==> config.mk <==
export PLATFORM = sky130hd
export DESIGN_NAME = compressor_4_2_pipe
export DESIGN_NICKNAME = d
export VERILOG_FILES = /design/src/rtl/compressor_4_2_pipe.sv
export SDC_FILE = /design/constraint.sdc
export NUM_CORES = 1
export LEC_CHECK = 0
export ABC_CLOCK_PERIOD_IN_PS = 1850
export CAP_MARGIN = 20
export CORE_MARGIN = 4
export CORE_UTILIZATION = 44
export DETAILED_ROUTE_END_ITERATION = 16
export PLACE_DENSITY = 0.83
export SLEW_MARGIN = 40
export SYNTH_ARGS = -nofsm -noshare
export SYNTH_HDL_FRONTEND = slang
export SYNTH_SLANG_ARGS = --single-unit
==> constraint.sdc <==
create_clock -name clk -period 1.85 [get_ports clk]
set_input_delay 0.37 -clock clk [delete_from_list [all_inputs] [get_ports clk]]
set_output_delay 0.37 -clock clk [all_outputs]
set_load 0.02 [all_outputs]
==> src/rtl/compressor_4_2_pipe.sv <==
// rtl/compressor_4_2_pipe.sv - registered 4:2 carry-save compressor with valid/ready handshake
// Optional multi-beat accumulation is built when COMPRESSOR_ACCUM_EN is defined.
module compressor_4_2_pipe #(
    parameter  int WIDTH    = 24,
    parameter  int ACC_BITS = 4,
    localparam int OW       = WIDTH + 2,
    localparam int AW       = OW + ACC_BITS
) (
    input  logic             clk,
    input  logic             rst_n,
    input  logic [WIDTH-1:0] in1,
    input  logic [WIDTH-1:0] in2,
    input  logic [WIDTH-1:0] in3,
    input  logic [WIDTH-1:0] in4,
    input  logic             in_valid,
    output logic             in_ready,
    input  logic             in_last,
    output logic [AW-1:0]    sum_o,
    output logic [AW-1:0]    carry_o,
    output logic             out_valid,
    input  logic             out_ready,
    output logic             acc_ovf
);

    // Returns {cout, carry, sum}; cout never depends on cin, sum is three XOR levels deep.
    function automatic logic [2:0] cell_4_2(input logic x1, input logic x2, input logic x3,
                                            input logic x4, input logic cin);
        logic p12, p34, p;
        p12 = x1 ^ x2;
        p34 = x3 ^ x4;
        p   = p12 ^ p34;
        return {(p12 ? x3 : x1), (p ? cin : x4), p ^ cin};
    endfunction

    logic [OW-1:0] sa, ca;
    logic [AW-1:0] sa_ext, ca_ext;
    logic          fire;

    always_comb begin : row_a
        logic [WIDTH:0] a1, a2, a3, a4;
        logic           c;
        logic [2:0]     r;
        a1 = {1'b0, in1};
        a2 = {1'b0, in2};
        a3 = {1'b0, in3};
        a4 = {1'b0, in4};
        sa = '0;
        ca = '0;
        c  = 1'b0;
        r  = '0;
        for (int i = 0; i <= WIDTH; i++) begin
            r       = cell_4_2(a1[i], a2[i], a3[i], a4[i], c);
            sa[i]   = r[0];
            ca[i+1] = r[1];
            c       = r[2];
        end
    end

    assign sa_ext   = {{ACC_BITS{1'b0}}, sa};
    assign ca_ext   = {{ACC_BITS{1'b0}}, ca};
    assign in_ready = ~out_valid | out_ready;
    assign fire     = in_valid & in_ready;

`ifdef COMPRESSOR_ACCUM_EN
    localparam logic [0:0]          IDLE    = 1'b0;
    localparam logic [0:0]          ACC     = 1'b1;
    localparam logic [ACC_BITS-1:0] CNT_MAX = '1;

    logic [0:0]          state;
    logic [AW-1:0]       acc_s, acc_c, acc_s_eff, acc_c_eff;
    logic [AW-1:0]       rb_s, rb_c;
    logic [ACC_BITS-1:0] beat_cnt;
    logic                ovf_q;

    assign acc_s_eff = (state == ACC) ? acc_s : '0;
    assign acc_c_eff = (state == ACC) ? acc_c : '0;

    // Top-cell carries fall off the end: the accumulator is modulo 2^AW.
    always_comb begin : row_b
        logic       c;
        logic [2:0] r;
        rb_s = '0;
        rb_c = '0;
        c    = 1'b0;
        r    = '0;
        for (int i = 0; i < AW - 1; i++) begin
            r         = cell_4_2(sa_ext[i], ca_ext[i], acc_s_eff[i], acc_c_eff[i], c);
            rb_s[i]   = r[0];
            rb_c[i+1] = r[1];
            c         = r[2];
        end
        r          = cell_4_2(sa_ext[AW-1], ca_ext[AW-1], acc_s_eff[AW-1], acc_c_eff[AW-1], c);
        rb_s[AW-1] = r[0];
    end

    always_ff @(posedge clk) begin
        if (!rst_n) begin
            state     <= IDLE;
            acc_s     <= '0;
            acc_c     <= '0;
            beat_cnt  <= '0;
            ovf_q     <= 1'b0;
            out_valid <= 1'b0;
            sum_o     <= '0;
            carry_o   <= '0;
        end else begin
            if (out_valid && out_ready) begin
                out_valid <= 1'b0;
            end
            if (fire) begin
                if (in_last) begin
                    sum_o     <= rb_s;
                    carry_o   <= rb_c;
                    out_valid <= 1'b1;
                    state     <= IDLE;
                    acc_s     <= '0;
                    acc_c     <= '0;
                    beat_cnt  <= '0;
                end else begin
                    acc_s <= rb_s;
                    acc_c <= rb_c;
                    state <= ACC;
                    if (beat_cnt == CNT_MAX) begin
                        ovf_q <= 1'b1;
                    end else begin
                        beat_cnt <= beat_cnt + 1'b1;
                    end
                end
            end
        end
    end

    assign acc_ovf = ovf_q;
`else
    logic unused_last;
    assign unused_last = in_last;

    always_ff @(posedge clk) begin
        if (!rst_n) begin
            out_valid <= 1'b0;
            sum_o     <= '0;
            carry_o   <= '0;
        end else if (fire) begin
            sum_o     <= sa_ext;
            carry_o   <= ca_ext;
            out_valid <= 1'b1;
        end else if (out_valid && out_ready) begin
            out_valid <= 1'b0;
        end
    end

    assign acc_ovf = 1'b0;
`endif

endmodule

### Yosys cells after proc, flatten, opt, wreduce, memory -nomap -nowiden

Index checks and enable logic that the tools add are counted.

| storage, ports and cells | value |
|---|---|
| flip-flop bits (word level) | 50 |
| bits in latches | 0 |
| RAM bits | 0 |
| memory bits (read-only) | 0 |
| bits of input ports | 101 |
| output and inout port bits | 63 |
| word-level logic and storage cells | 153 |
| memories | 0 |

| operators by class | value |
|---|---|
| add/subtract/negate cells | 0 |
| multiply operators | 0 |
| divide/modulo/power cells | 0 |
| order comparisons | 0 |
| equality and inequality tests | 0 |
| shifts and indexed selects | 0 |
| mux-type cells | 50 |
| bitwise gates (word level) | 98 |
| reductions and logical operators | 2 |

Operators by type and width:

| kind | count |
|---|---|
| $xor 1x1->1 | 95 |
| $mux 1 | 50 |
| $reduce_bool 2->1 | 1 |
| $and 1x1->1 | 1 |
| $logic_and 1x1->1 | 1 |
| $not 1->1 | 1 |
| $or 1x1->1 | 1 |

### Depth between registers and ports, before layout

Gate-level depths: netlist of the first run.

| depth | value |
|---|---|
| depth after elaboration | 4 |
| mapped depth | 7 |

### Least setup slack after synthesis of the first run

Ideal clock, no wire load.

| timing | value |
|---|---|
| kind | register to register |
| from | register out_valid |
| to | register carry_o[10] |
| library setup time | 122 ps |
| arrival | 1,271 ps |
| required time | 1,728 ps |
| setup slack | 457 ps |
| stages on the path, launching flop included | 8 |
| path buffers | 3 |
| cell sequence | dfxtp_1 -> nand2b_4 -> and2_1 -> buf_6 -> buf_6 -> buf_6 -> o21ai_1 -> a21oi_1 |

| on the way | value |
|---|---|
| word-level cells in the longest chain between the ends | 3 |

RTL lines:

| item | line | text |
|---|---|---|
| from (decl) | 20 | `output logic out_valid,` |
| from (signal assigned) | 140 | `out_valid <= 1'b0;` |
| from (signal assigned) | 146 | `out_valid <= 1'b1;` |
| from (signal assigned) | 148 | `out_valid <= 1'b0;` |
| $not 1->1 | 61 | `assign in_ready = ~out_valid \| out_ready;` |
| $or 1x1->1 | 61 |  |
| named net in_ready | 16 | `output logic in_ready,` |
| $and 1x1->1 | 62 | `assign fire = in_valid & in_ready;` |
| to (signal assigned) | 145 | `carry_o <= ca_ext;` |
| to (decl) | 19 | `output logic [AW-1:0] carry_o,` |

The timed path passes the listed nets, and every way through them passes these cells.
A chain may end at the register's enable or synchronous reset.

### Worst setup path after layout of the first run

| timing | value |
|---|---|
| from | register out_valid |
| to | output port out_valid |

No word-level cell between the ends.

==> reports/results.ini, run 1 <==
[timing]
fin_crit_ps=1710
fin_crit_sh=0.924
finalHoldViolCount=0
rsz0062_at_grt=no
clock_skew_ps=9.54
finalWorstSetupSlack_ps=141
finalSetupTns_ps=0
fmax_mhz=585
setup_violations=0
maxSlewViolCount=0

[critical_path]
r2r_start=out_valid$_SDFFE_PN0P_
r2r_end=sum_o[22]$_SDFFE_PN0P_
worstPathCellList=clkdlybuf4s50_1
crit_fanout=2
path_buf_inv=1
startpoint_type=register
required_ps=1480
crit_family=buffers and inverters
crit_path_end_kind=output port
cp_slowest_cell=clkdlybuf4s50_1
reg2reg_depth=5
crit_type=register to output port
cp.arrival_ps=1340
cpPeakStageDelay_ps=650
rrSetupSlack_ps=560

[cells_and_area]
syn2layout_area_growth_pct=50.9
layout.nets=596
seq_area_mm2=0.00100
antennaDiodeCount=0
multiInputGateArea_mm2=0.00205
final_util=0.701
final_layout_size_suffix_gt1_frac=0.0806
nFillCells=565

[clock_network]
clock_sinks=50
htreeDepth=2
clockBufferDepth=2
clk_root_buffer_cell=clkbuf_8
cts_tree=yes
hold_buffers=0
clock_latency_ps=290
path_clk_slew_ps=100
cts_buffers=5

[drt]
drt-pass1-iter-count=5
wl_mm=8.40
wl_per_cell_um=14.2
dr_total_vias=3006
ant_nets=0
via_per_inst=5.08
drtIter0Drc=56
drc=0

[place]
pre_cts_ws_ps=-96.3
routabilityCongestion=0.761
io_buffers=150
hpwl_mm=6.66

[synthesis]
synth_top_area_frac=0.310
yosys.cell_count.top_type=dfxtp_1
yosys.area.top_type=dfxtp_1
synth_edf_count=0
ys_ff_latch=50
synth.distinct_cells=25
synthTopCellsByArea=dfxtp_1 (31%), xnor2_1 (13%), maj3_1 (7.1%)
yosys_warnings=0
syn_inst=351
ys.flop_type=dfxtp_1
synth_seq_area_share=0.310
syn_area_mm2=0.00323
async_reset_ff_frac=0
syn_area_per_cell_um2=9.19
synth_common_cells=dfxtp_1 (50), xnor2_1 (48), o21ai_1 (40)

[grt]
antenna_found_initial=0
grt_use_total=0.189
grt_pass1_wl_mm=13.6
grt_max_degree=51
overflow=0
grt_pass1_vias=3028

[floorplanning]
core_mm2=0.00694
start_util=0.465
die_h_um=93.6
ios=164
core.rowCount=30
die_area_mm2=0.00877
die_w_um=93.6

[run_status]
outcome=finished, final reports clean

[worst_hold_path]
hold_start=carry_o[1]$_SDFFE_PN0P_
hold_depth=2
hold_end=carry_o[1]$_SDFFE_PN0P_
hold_path_class=register to register

[power]
p_seq_frac=0.376
p_leak_nw=1.90
switchingPower_mw=1.05
pwr-share-clk=0.222
powerDensity_mw_per_mm2=679
switching_share=0.316
total_power_mw=3.31
peakVddDrop_mv=0.314
internal_power_mw=2.26
comb_power_share=0.402

[flow_run]
maxCapViolCount=0

## power groups by stage
stage	sequential [mW]	clock (mW)	combinational, mW
6_report	1.24	0.734	1.33
3_5_place_dp	1.27	0	1.34
2_1_floorplan	1.40	0	0.646
4_1_cts	1.24	0.756	1.34
5_1_grt	1.26	0.819	1.44
3_3_place_gp	1.26	0	1.31
## per-layer routing
layer,track usage,up-vias,part of all wire
met2,0.352,109,0.51
met5,0,-,0
met1,0.213,1374,0.41
li1,-,1513,-
met3,0.0539,10,0.076
met4,0.0409,0,0.012
## area by class of cell
type	count	area share
Sequential cell	50	0.205
Inverter	1	0.000771
Timing Repair Buffer	156	0.325
Tap cell	96	0.0247
Multi-Input combinational cell	281	0.422
Clock buffer	8	0.0226
## worst max path at each step
stage          depth (start not counted)  slack [ps]                  endpoint                    from
2_1_floorplan                          7         460  carry_o[10]$_SDFFE_PN0P_  out_valid$_SDFFE_PN0P_
3_3_place_gp                           3        -100                  in_ready               out_ready
3_5_place_dp                           3        -100                  in_ready               out_ready
4_1_cts                                1         130                 out_valid  out_valid$_SDFFE_PN0P_
5_1_grt                                1         110                 out_valid  out_valid$_SDFFE_PN0P_
6_report                               1         140                 out_valid  out_valid$_SDFFE_PN0P_
## cells by family (layout without fill, tap and decap cells)
kind of cell             Yosys count  after routing  share of synthesized area
other                              1             12                    0.00116
buffers and inverters             31            165                     0.0667
XOR/XNOR                          71             71                      0.193
multiplexers                      23             23                     0.0713
adder cells (fa/ha/maj)           23             23                     0.0713
AND/OR/NAND/NOR                   77             77                      0.168
flip-flops                        50             50                      0.310
AO/OA/AOI/OAI                     75             75                      0.118
## placed cells by master (no fill, tap or decap)
cell type | netlist | routed
clkdlybuf4s50_1 | 0 | 149
a21boi_1 | 1 | 1
nand2_1 | 3 | 3
maj3_1 | 23 | 23
conb_1 | 1 | 12
dfxtp_1 | 50 | 50
a31oi_1 | 1 | 1
xnor2_1 | 48 | 48
inv_1 | 1 | 1
dlygate4sd2_1 | 0 | 1
clkbuf_8 | 0 | 8
xor2_1 | 23 | 23
and2_2 | 0 | 1
nor3_2 | 23 | 23
a21boi_0 | 1 | 1
o21ai_1 | 40 | 40
nor3_1 | 24 | 24
nand2b_4 | 1 | 1
and3_1 | 23 | 23
a21oi_1 | 23 | 23
nor3b_2 | 1 | 1
buf_12 | 0 | 3
nand3_1 | 1 | 1
mux2i_1 | 23 | 23
o21ai_0 | 9 | 9
buf_4 | 12 | 3
## metrics by stage
| step | hold slack (ps) | area (um2) | std cells |
|---|---|---|---|
| floorplan | 509 | 3270 | 362 |
| global placement | 446 | 4760 | 584 |
| detailed placement | 459 | 4760 | 584 |
| CTS | 470 | 4870 | 592 |
| global route | 482 | 4870 | 592 |
| finish | 467 | 4870 | 592 |
## flip-flops by register name, indices dropped and copies added (netlist names)
name / count
out_valid: 1
carry_o: 24
sum_o: 25
## timing repair
action                     4_1_cts  5_1_grt
hold endpoints to repair         0        0
gates resized for setup          1        0
buffers inserted                 0        0
setup endpoints to repair        1        0
Note: power is estimated with default switching activity, not from simulation.
==> run 2: changes to the inputs <==
Settings changed: CTS_CLUSTER_DIAMETER set to 50.
==> results of run 2 <==
Final layout, timing and power as in run 1 (identical DEF).
